**src/rtl/interval_sequencer.sv**
```systemverilog
// interval_sequencer: steps through a rewritable table of segment terminal counts, timing each segment.
// Optional pause input enabled by defining INTERVAL_SEQUENCER_PAUSE_EN.
module interval_sequencer #(
    parameter int DEPTH = 8,
    parameter int AW    = 3,
    parameter int CW    = 4
) (
    input  logic          clock,
    input  logic          reset,
    input  logic          cfg_we,
    input  logic [AW-1:0] cfg_addr,
    input  logic [CW-1:0] cfg_data,
    input  logic          cfg_last_we,
    input  logic [AW-1:0] cfg_last,
    input  logic          start,
    input  logic          stop,
    input  logic          loop,
`ifdef INTERVAL_SEQUENCER_PAUSE_EN
    input  logic          pause,
`endif
    output logic          busy,
    output logic          cnt_en,
    output logic [AW-1:0] seg_idx,
    output logic [CW-1:0] count,
    output logic          seg_done,
    output logic          seq_done
);
    typedef enum logic {IDLE, RUN} state_t;
    state_t        state_q, state_d;
    logic [CW-1:0] tbl_q [DEPTH];
    logic [CW-1:0] tbl_d [DEPTH];
    logic [AW-1:0] seg_idx_q, seg_idx_d, last_q, last_d;
    logic [CW-1:0] count_q, count_d;
    logic          loop_q, loop_d;
    logic          run, hold, at_last;

    function automatic logic [CW-1:0] init_val(input int i);
        return i == 0 ? CW'(12) : i == 1 ? CW'(3) : i == 2 ? CW'(1) :
               i == 3 ? CW'(5)  : i == 4 ? CW'(10) : '0;
    endfunction

`ifdef INTERVAL_SEQUENCER_PAUSE_EN
    assign hold = pause;
`else
    assign hold = 1'b0;
`endif

    assign run      = state_q == RUN;
    assign at_last  = seg_idx_q == last_q;
    assign busy     = run;
    assign cnt_en   = run && !hold;
    assign seg_idx  = seg_idx_q;
    assign count    = count_q;
    // stop and pause both mask the terminal event
    assign seg_done = run && !stop && !hold && count_q == tbl_q[seg_idx_q];
    assign seq_done = seg_done && at_last;

    always_ff @(posedge clock) begin
        if (reset) begin
            state_q   <= IDLE;
            seg_idx_q <= '0;
            count_q   <= '0;
            last_q    <= AW'(4);
            loop_q    <= 1'b0;
            for (int i = 0; i < DEPTH; i++) tbl_q[i] <= init_val(i);
        end else begin
            state_q   <= state_d;
            seg_idx_q <= seg_idx_d;
            count_q   <= count_d;
            last_q    <= last_d;
            loop_q    <= loop_d;
            tbl_q     <= tbl_d;
        end
    end

    always_comb begin
        state_d   = state_q;
        seg_idx_d = seg_idx_q;
        count_d   = count_q;
        last_d    = last_q;
        loop_d    = loop_q;
        tbl_d     = tbl_q;
        if (!run) begin
            if (cfg_we) tbl_d[cfg_addr] = cfg_data;
            if (cfg_last_we) last_d = cfg_last;
            if (start && !stop) begin
                state_d   = RUN;
                seg_idx_d = '0;
                count_d   = '0;
                loop_d    = loop;
            end
        end else if (stop) begin
            state_d   = IDLE;
            seg_idx_d = '0;
            count_d   = '0;
        end else if (!hold) begin
            count_d = seg_done ? '0 : count_q + CW'(1);
            if (seg_done) begin
                seg_idx_d = at_last ? '0 : seg_idx_q + AW'(1);
                state_d   = at_last && !loop_q ? IDLE : RUN;
            end
        end
    end
endmodule
```
**config.mk**
```make
export PLATFORM = sky130hd
export DESIGN_NAME = interval_sequencer
export DESIGN_NICKNAME = d
export VERILOG_FILES = /design/src/rtl/interval_sequencer.sv
export SDC_FILE = /design/constraint.sdc
export NUM_CORES = 1
export LEC_CHECK = 0
export ABC_AREA = 0
export CAP_MARGIN = 20
export CORE_UTILIZATION = 44
export CTS_CLUSTER_DIAMETER = 50
export DETAILED_ROUTE_END_ITERATION = 12
export GPL_ROUTABILITY_DRIVEN = 0
export PLACE_DENSITY = 0.72
export SLEW_MARGIN = 0
export SYNTH_ARGS = -nofsm -noshare
export SYNTH_HDL_FRONTEND = slang
export SYNTH_SLANG_ARGS = --single-unit
```
**constraint.sdc**
```tcl
create_clock -name clock -period 6.25 [get_ports clock]
set_input_delay 1.25 -clock clock [delete_from_list [all_inputs] [get_ports clock]]
set_output_delay 1.25 -clock clock [all_outputs]
set_load 0.1 [all_outputs]
```
==> Yosys cells after proc, flatten, opt, wreduce, memory -nomap -nowiden <==
Index checks and enable logic that the tools add are counted.
{ "totals": {"regBits": 44, "in_bits": 17, "output_inout_bits": 11, "elab_cells": 57} }
{ "classes": {"addsub": 2, "order_cmp": 3, "eq_ne": 3, "mux": 20, "n_bitwise": 3, "reduce_logical": 13} }
{ "op_table": {"columns": ["cell", "count"], "rows": [
  ["32-bit bitwise mux", 1],
  ["4-bit two-way mux", 7],
  ["3-bit two-way mux", 5],
  ["4-bit binary-select mux with 3-bit select", 1],
  ["4-bit demux with 3-bit select", 1],
  ["4-bit greater-or-equal comparator, second input constant", 2],
  ["3-bit inverter with 4-bit output", 2],
  ["2-bit AND reduction", 4],
  ["1-bit logical AND", 6],
  ["1-bit two-way mux", 5],
  ["4-bit by 1-bit adder with 4-bit output, second input constant", 1],
  ["4-bit == test", 1],
  ["4-bit by 1-bit < comparator with 1-bit output, second input constant", 1],
  ["3-bit by 1-bit adder with 3-bit output, second input constant", 1],
  ["3-bit == test", 1],
  ["3-bit != test, second input constant", 1],
  ["1-bit logical NOT", 2],
  ["2-bit nonzero test", 1],
  ["1-bit inverter", 1]
]} }

==> Longest topological paths before layout <==
Gate-level depths: netlist of the first run.
{ "logic_depth": {"word_depth": 9, "ltp_mapped": 9, "ltp_nobuf": 7} }

==> Worst setup path after synthesis of the first run <==
No wires, ideal clock.
{ "synth_path": {"path_type": "reg2out", "from": "register seg_idx_q[1], in the netlist seg_idx[1]", "to": "output seq_done", "arrival_ns": 3.777, "t_required_ns": 5.000, "path_slack_ns": 1.223, "path_stages_with_launch": 9, "path_buffers": 2, "cell_sequence": "dfxtp_1 -> buf_6 -> buf_12 -> mux2i_1 -> mux4_2 -> xor2_1 -> and4_4 -> nand2_4 -> nor2_1"} }
{ "synth_between": {"elab_chain_len": 7, "elab_cells_between_ends": 8, "classes_between": "2 x eq/ne; 3 x mux; 1 x bitwise; 2 x reduce/logical"} }
{ "synth_rtl": {"columns": ["item", "line_no", "text"], "rows": [
  ["start, declared", "32", "logic [AW-1:0] seg_idx_q, seg_idx_d, last_q, last_d;"],
  ["start signal, assigned", "68", "seg_idx_q <= seg_idx_d;"],
  ["3-bit inverter with 4-bit output (not written as such)", "55", "assign seg_done = run && !stop && !hold && count_q == tbl_q[seg_idx_q];"],
  ["4-bit binary-select mux with 3-bit select", "55", null],
  ["4-bit two-way mux (not written as such) (2 in a row)", "55", null],
  ["4-bit == test", "55", null],
  ["1-bit logical AND", "55", null],
  ["1-bit logical AND (*)", "56", "assign seq_done = seg_done && at_last;"],
  ["end, declared", "26", "output logic seq_done"]
]} }
Every way passes the cells marked *; elsewhere a longest branch is shown, timed or not. The select of a mux whose other input is x is not followed.

==> Final worst setup path of the first run <==
Ends and elaborated chain as after synthesis.

==> summary.txt, run 1 <==
Outcome
  • Status: finished, final reports clean

Global route
  • Largest net degree at the start of global routing: 45
  • Congestion Overflow GR: 0
  • Total track usage: between 15 and 20%
  • First-pass GRT wire length: 7.05 mm
  • Vias in the first global route: ~1500
  • Number of antenna violations at the first check in global routing: 0

Finish
  • Number of fill cells: approximately 440
  • Area delta synth->final: 17.9%
  • # diodes: 0
  • Nets: 261
  • Register Area: 881 µm²
  • Layout cells sized above 1: 8.23%
  • Final Instance Area: ~2500 µm²
  • Area of the multi-input gates: 1170 µm²
  • Layout Cells excl Fill: 310

Clocking
  • CTS tree: built
  • Postcts setup bufs: 0
  • Worst-case clock buffer depth: 2
  • Worst-Skew Late Latency: approximately 0.30 ns
  • H-Tree Depth: 2
  • Cts hold-fix bufs: 0
  • Clock-pin slew on the worst setup and hold paths: 0.08 ns
  • TritonCTS Buffers: 5
  • Clock Sinks: 44
  • # resized after CTS: 0
  • Root Driver: clkbuf_8

Power and ir drop
  • Sw frac: 24.3%
  • Sw Pwr: 129 µW
  • Cell Int Power: 402 µW
  • Comb pwr share: 10.6%
  • Tot Pwr: 531 µW
  • Power Density: between 200 and 250 nW/µm²
  • Seq pwr share: ~55%
  • Peak supply drop: 0.122 mV
  • Static Leak: approximately 0.91 nW
  • Clock share of power: approximately a third

Critical path
  • Crit. End Element: output port
  • CP Cell Sequence: buf_4, mux4_2, mux2i_1, xor2_1, and4_4, nand2_4, nor2_1, clkdlybuf4s50_1
  • Crit Path Class: reg2out
  • Crit path max fanout: 18
  • Slowest cell on crit path: clkdlybuf4s50_1
  • Worst EP required: 5.00 ns
  • Startpoint Class: flop
  • Worst r2r src: seg_idx[1]
  • Slowest Stage Delay on Critical Path: 1.14 ns
  • Worst setup path start: seg_idx[1]
  • Arrival @ worst endpoint: around 3.5 ns

Hold path
  • Hold Crit Class: reg2reg
  • Hold_sp: tbl_q[15]

Timing
  • Skew final: around 0.0097 ns
  • Final Max Tran Viols: 0
  • Slew HR: a little over a third
  • Hold Vio Cnt, Final: 0
  • RSZ-0062 raised after global routing: no
  • Maximum clock frequency: ~0.21 GHz
  • Final setup TNS: 0 ns
  • Actual slew at the worst max-slew pin: about 1 ns
  • Setup violations, final: 0
  • Period utilization: 76.7%
  • Final setup margin: 1.46 ns
  • Minimum clock period: roughly 4.8 ns

Placed design
  • Placed Area: ~2400 µm²
  • Inst Count DP: between 300 and 400
  • HPWL Detailed: 2.97 mm
  • Worst Setup Slack post-DPL: 1.61 ns
  • IO buf count: 27

Route
  • Drt pass-1 iters: 4
  • Post-detailed-route count of antenna-violating nets: 0
  • Routed WL: 4.21 mm
  • WL/cell: 13.6 µm
  • Vias: 1573
  • Residual DRC count: 0
  • Initial detailed-routing violation count: 47
  • Vias per cell: 5.07

Floorplan
  • Initial Util: between 40% and 50%
  • Total die area: around 5200 µm²
  • Rows: 25
  • Core Region: approximately 4700 µm²
  • Die X: 71.9 µm
  • Count of boundary I/O pins: 28
  • Die height: between 70 and 80 µm

Synth
  • Yosys cell types: 37
  • Sequential element share of the synthesized area: 41.0%
  • Main flop type after synthesis: dfxtp_1
  • Ys async rst share: 0%
  • Syn_nets: 237
  • Syn Inst Count: 218
  • FF+latch count, synth: 44
  • Ys Warns: 0
  • Cell Area, Synth: 2150 µm²
  • Synthesized area per cell: 9.87 µm²
  • EDFF count, synth: 0

Job
  • Max Cap Viol: 0
layout by cell type, fill, tap and decap left out, types with 2 or more instances in the layout:
cell and count:
nor2_1 45, nand3b_1 5, xnor2_1 3, buf_4 2, a21oi_1 8, dfxtp_1 44, mux4_2 5, a31oi_1 3
clkbuf_1 2, clkdlybuf4s50_1 27, o21ai_1 2, xor2_1 4, nand3_1 4, a211o_1 10, mux2i_1 36, clkbuf_8 6
nor2b_1 5, inv_1 6, ha_1 2, nand2_1 6, nor3b_1 4
synth_stat cells (4+ instances only):
cell	number	area [µm²]
nand3b_1	5	37.5
mux4_2	5	113
xor2_1	4	35.0
clkbuf_1	6	22.5
a21oi_1	8	40.0
nand3_1	4	20.0
nand2_1	6	22.5
nor3b_1	4	30.0
mux2i_1	36	360
dfxtp_1	44	881
nor2b_1	5	31.3
nor2_1	45	169
a211o_1	10	87.6
inv_1	6	22.5
final timing paths:
| kind | to | slack (ns) | depth (start not counted) |
|---|---|---|---|
| worst min register to register | tbl_q[15] | 0.47 | 1 |
| worst max register to register | seg_idx[0] | 3.98 | 7 |
| worst min-delay path | tbl_q[15] | 0.47 | 1 |
| worst max-delay path | seq_done | 1.46 | 8 |
power groups by stage:
stage               clock, mW  sequential [mW]  combinational, mW
finish                  0.183            0.292             0.0562
floorplan                   0            0.301             0.0326
CTS                     0.190            0.292             0.0567
detailed placement          0            0.298             0.0564
global placement            0            0.298             0.0558
global route            0.200            0.293             0.0609
registers in the layout (all words and copies together) (netlist names):
name,flops
seg_idx,3
last_q,3
loop_q,1
tbl_q,32
busy,1
count,4
kinds of logic after synthesis:
kind of cell | share of synthesized area, %
compound gates | 10.8
flops | 41.0
mux | 22.0
fa+ha+maj | 1.16
buf+inv | 4.77
xor+xnor | 2.85
simple gates | 17.5
final cells by class:
class | count | area share (%)
inverters | 7 | 1.13
flip-flops and latches | 44 | 34.7
well taps | 67 | 3.31
clock buffers | 8 | 3.55
repair buffers | 29 | 11.2
multi-input cells | 155 | 46.0
layer usage:
| layer | vias up | track usage, % | wire length (µm) |
|---|---|---|---|
| li1 | 812 | - | - |
| met5 | - | 0 | 0 |
| met1 | 725 | 21.6 | 1950 |
| met3 | 8 | 4.72 | 127 |
| met2 | 28 | 30.4 | 2050 |
| met4 | 0 | 6.54 | 79 |
critical path: cells and delay by family (launching register included):
family | cells | cell delay (ns)
buffers and inverters | 2 | 1.43
muxes | 2 | 0.73
and+or+nand+nor | 3 | 0.48
DFF | 1 | 0.31
xor gates and xnor gates | 1 | 0.30
metrics by stage:
step	utilization, %	hold WS [ns]
after detailed placement	51.8	0.449
after global routing	53.7	0.491
final	53.7	0.468
after global placement	51.8	0.441
after CTS	53.7	0.466
after floorplan	-	0.431
(Power assumes the default switching activity.)
==> run 2: changes to the inputs <==
==> constraint.sdc (replaced) <==
create_clock -name clock -period 4.7 [get_ports clock]
set_input_delay 0.94 -clock clock [delete_from_list [all_inputs] [get_ports clock]]
set_output_delay 0.94 -clock clock [all_outputs]
set_load 0.1 [all_outputs]
==> summary.txt, run 2 (synthesized netlist as in run 1, its figures left out) <==
Placed design
  • IO buf count: 27
  • Placed Area: ~2400 µm²
  • Inst Count DP: 302
  • Worst Setup Slack post-DPL: 1.17 ns
  • HPWL Detailed: roughly 3.1 mm

Critical path
  • Flop-to-flop setup slack: 2.25 ns
  • Slowest Stage Delay on Critical Path: 0.63 ns
  • Worst EP required: 3.76 ns
  • Crit Path Class: reg2out
  • Slowest cell on crit path: dfxtp_1
  • Worst Path Buf+Inv: 2
  • Startpoint Class: flop
  • R2R depth: 7
  • CP endpoint: seq_done
  • Stages on the worst setup path: 8
  • Worst setup path start: seg_idx[1]
  • Worst r2r src: seg_idx[1]
  • Reg-to-reg endpoint: seg_idx[0]
  • Arrival @ worst endpoint: 2.90 ns
  • Crit. End Element: output port
  • Crit path max fanout: 10
  • Most used cell, CP: buf_4
  • Family with the most delay on the worst path: flip-flops
  • CP Cell Sequence: buf_4, mux2i_1, mux4_2, xor2_1, and4_4, nand2_4, nor2_2, buf_4

Clocking
  • Clock Sinks: 44
  • CTS tree: built
  • Root Driver: clkbuf_8
  • Cts hold-fix bufs: 0
  • TritonCTS Buffers: 5
  • Clock-pin slew on the worst setup and hold paths: 0.08 ns
  • # resized after CTS: 0
  • Worst-Skew Late Latency: 0.30 ns
  • Worst-case clock buffer depth: 2
  • H-Tree Depth: 2
  • Postcts setup bufs: 0

Route
  • WL/cell: 14.1 µm
  • Vias: approximately 1600
  • Initial detailed-routing violation count: 93
  • Vias per cell: between 5 and 6
  • Routed WL: 4.37 mm
  • Residual DRC count: 0
  • Drt pass-1 iters: 4
  • Post-detailed-route count of antenna-violating nets: 0

Finish
  • Max reg flops: 32
  • Area delta synth->final: 17.2%
  • Number of fill cells: 433
  • Largest register by flop count: tbl_q
  • Final Instance Area: about 2500 µm²
  • Commonest cells after routing, fill and taps aside: nor2_1 (44), dfxtp_1 (44), mux2i_1 (36)
  • # diodes: 0
  • Layout cells sized above 1: under 10%
  • Nets: ~260
  • Layout Cells excl Fill: 309

Power and ir drop
  • Sw frac: 25.1%
  • Seq pwr share: 56.4%
  • Sw Pwr: about 170 µW
  • Clock share of power: 32.8%
  • Comb pwr share: 10.9%
  • Static Leak: 0.910 nW
  • Tot Pwr: 689 µW
  • Power Density: between 200 and 300 nW/µm²
  • Peak supply drop: 0.177 mV
  • Cell Int Power: 516 µW

Floorplan
  • Core Region: between 4000 and 5000 µm²
  • Die height: approximately 70 µm
  • Die X: 71.9 µm
  • Initial Util: 45.5%
  • Total die area: 5170 µm²
  • Count of boundary I/O pins: 28
  • Rows: 25

Global route
  • Vias in the first global route: 1579
  • Total track usage: 19.2%
  • Congestion Overflow GR: 0
  • Number of antenna violations at the first check in global routing: 0
  • Largest net degree at the start of global routing: 45
  • First-pass GRT wire length: 7.58 mm

Timing
  • Final setup TNS: 0 ns
  • Minimum clock period: 3.84 ns
  • RSZ-0062 raised after global routing: no
  • Maximum clock frequency: between 0.2 and 0.3 GHz
  • Skew final: 0.00981 ns
  • Period utilization: approximately four fifths
  • Actual slew at the worst max-slew pin: 0.977 ns
  • Setup violations, final: 0
  • Slew HR: around a third
  • Final Max Tran Viols: 0
  • Final setup margin: 0.857 ns
  • Hold Vio Cnt, Final: 0

Job
  • Max Cap Viol: 0

Hold path
  • Hold Crit Class: reg2reg

Outcome
  • Status: finished, final reports clean
[run 2: worst min-delay path by stage]
stage / endpoint / cells after the start / startpoint
after floorplan: tbl_q[30] / 1 / tbl_q[30]
after global placement: tbl_q[31] / 1 / tbl_q[31]
after detailed placement: tbl_q[31] / 1 / tbl_q[31]
after CTS: tbl_q[31] / 1 / tbl_q[31]
after global routing: tbl_q[31] / 1 / tbl_q[31]
final: tbl_q[20] / 1 / tbl_q[20]
[run 2: power groups by stage]
stage / combinational (mW) / sequential, mW / clock (mW)
finish: 0.0748 / 0.389 / 0.226
global route: 0.0816 / 0.390 / 0.254
CTS: 0.0752 / 0.388 / 0.234
detailed placement: 0.0748 / 0.397 / 0
global placement: 0.0738 / 0.397 / 0
floorplan: 0.0435 / 0.400 / 0
[run 2: worst register-to-register path: cells and delay by family, from the launching register on]
family | cells | cell delay (ns)
and+or+nand+nor | 2 | 0.43
AOI/OAI and AO/OA | 1 | 0.15
DFF | 1 | 0.63
xor gates and xnor gates | 1 | 0.28
buffers and inverters | 1 | 0.30
muxes | 2 | 0.60
[run 2: cell type report]
class / instances / area [µm²] / share of cell area (%)
clock inverter: 1 / 5.00 / 0.199
timing repair buffer: 29 / 280 / 11.1
tap: 67 / 83.8 / 3.33
inverter: 7 / 28.8 / 1.14
sequential: 44 / 881 / 34.9
multi-input combinational: 155 / 1170 / 46.4
clock buffer: 6 / 72.6 / 2.88
[run 2: metal layers]
| metal | wire length (µm) | global-route usage [%] | vias up | part of all wire (%) |
|---|---|---|---|---|
| met1 | 2080 | 24.7 | 743 | 47 |
| met3 | 210 | 5.14 | 5 | 4.8 |
| li1 | - | - | 807 | - |
| met5 | 0 | 0 | - | 0 |
| met4 | 51 | 7.41 | 0 | 1.2 |
| met2 | 2030 | 31.0 | 39 | 47 |
[run 2: through the flow]
step                utilization (%)  hold WS [ns]
floorplan                         -         0.431
global placement               51.7         0.443
detailed placement             51.7         0.454
CTS                            53.4         0.472
global route                   53.4         0.502
finish                         53.4         0.472
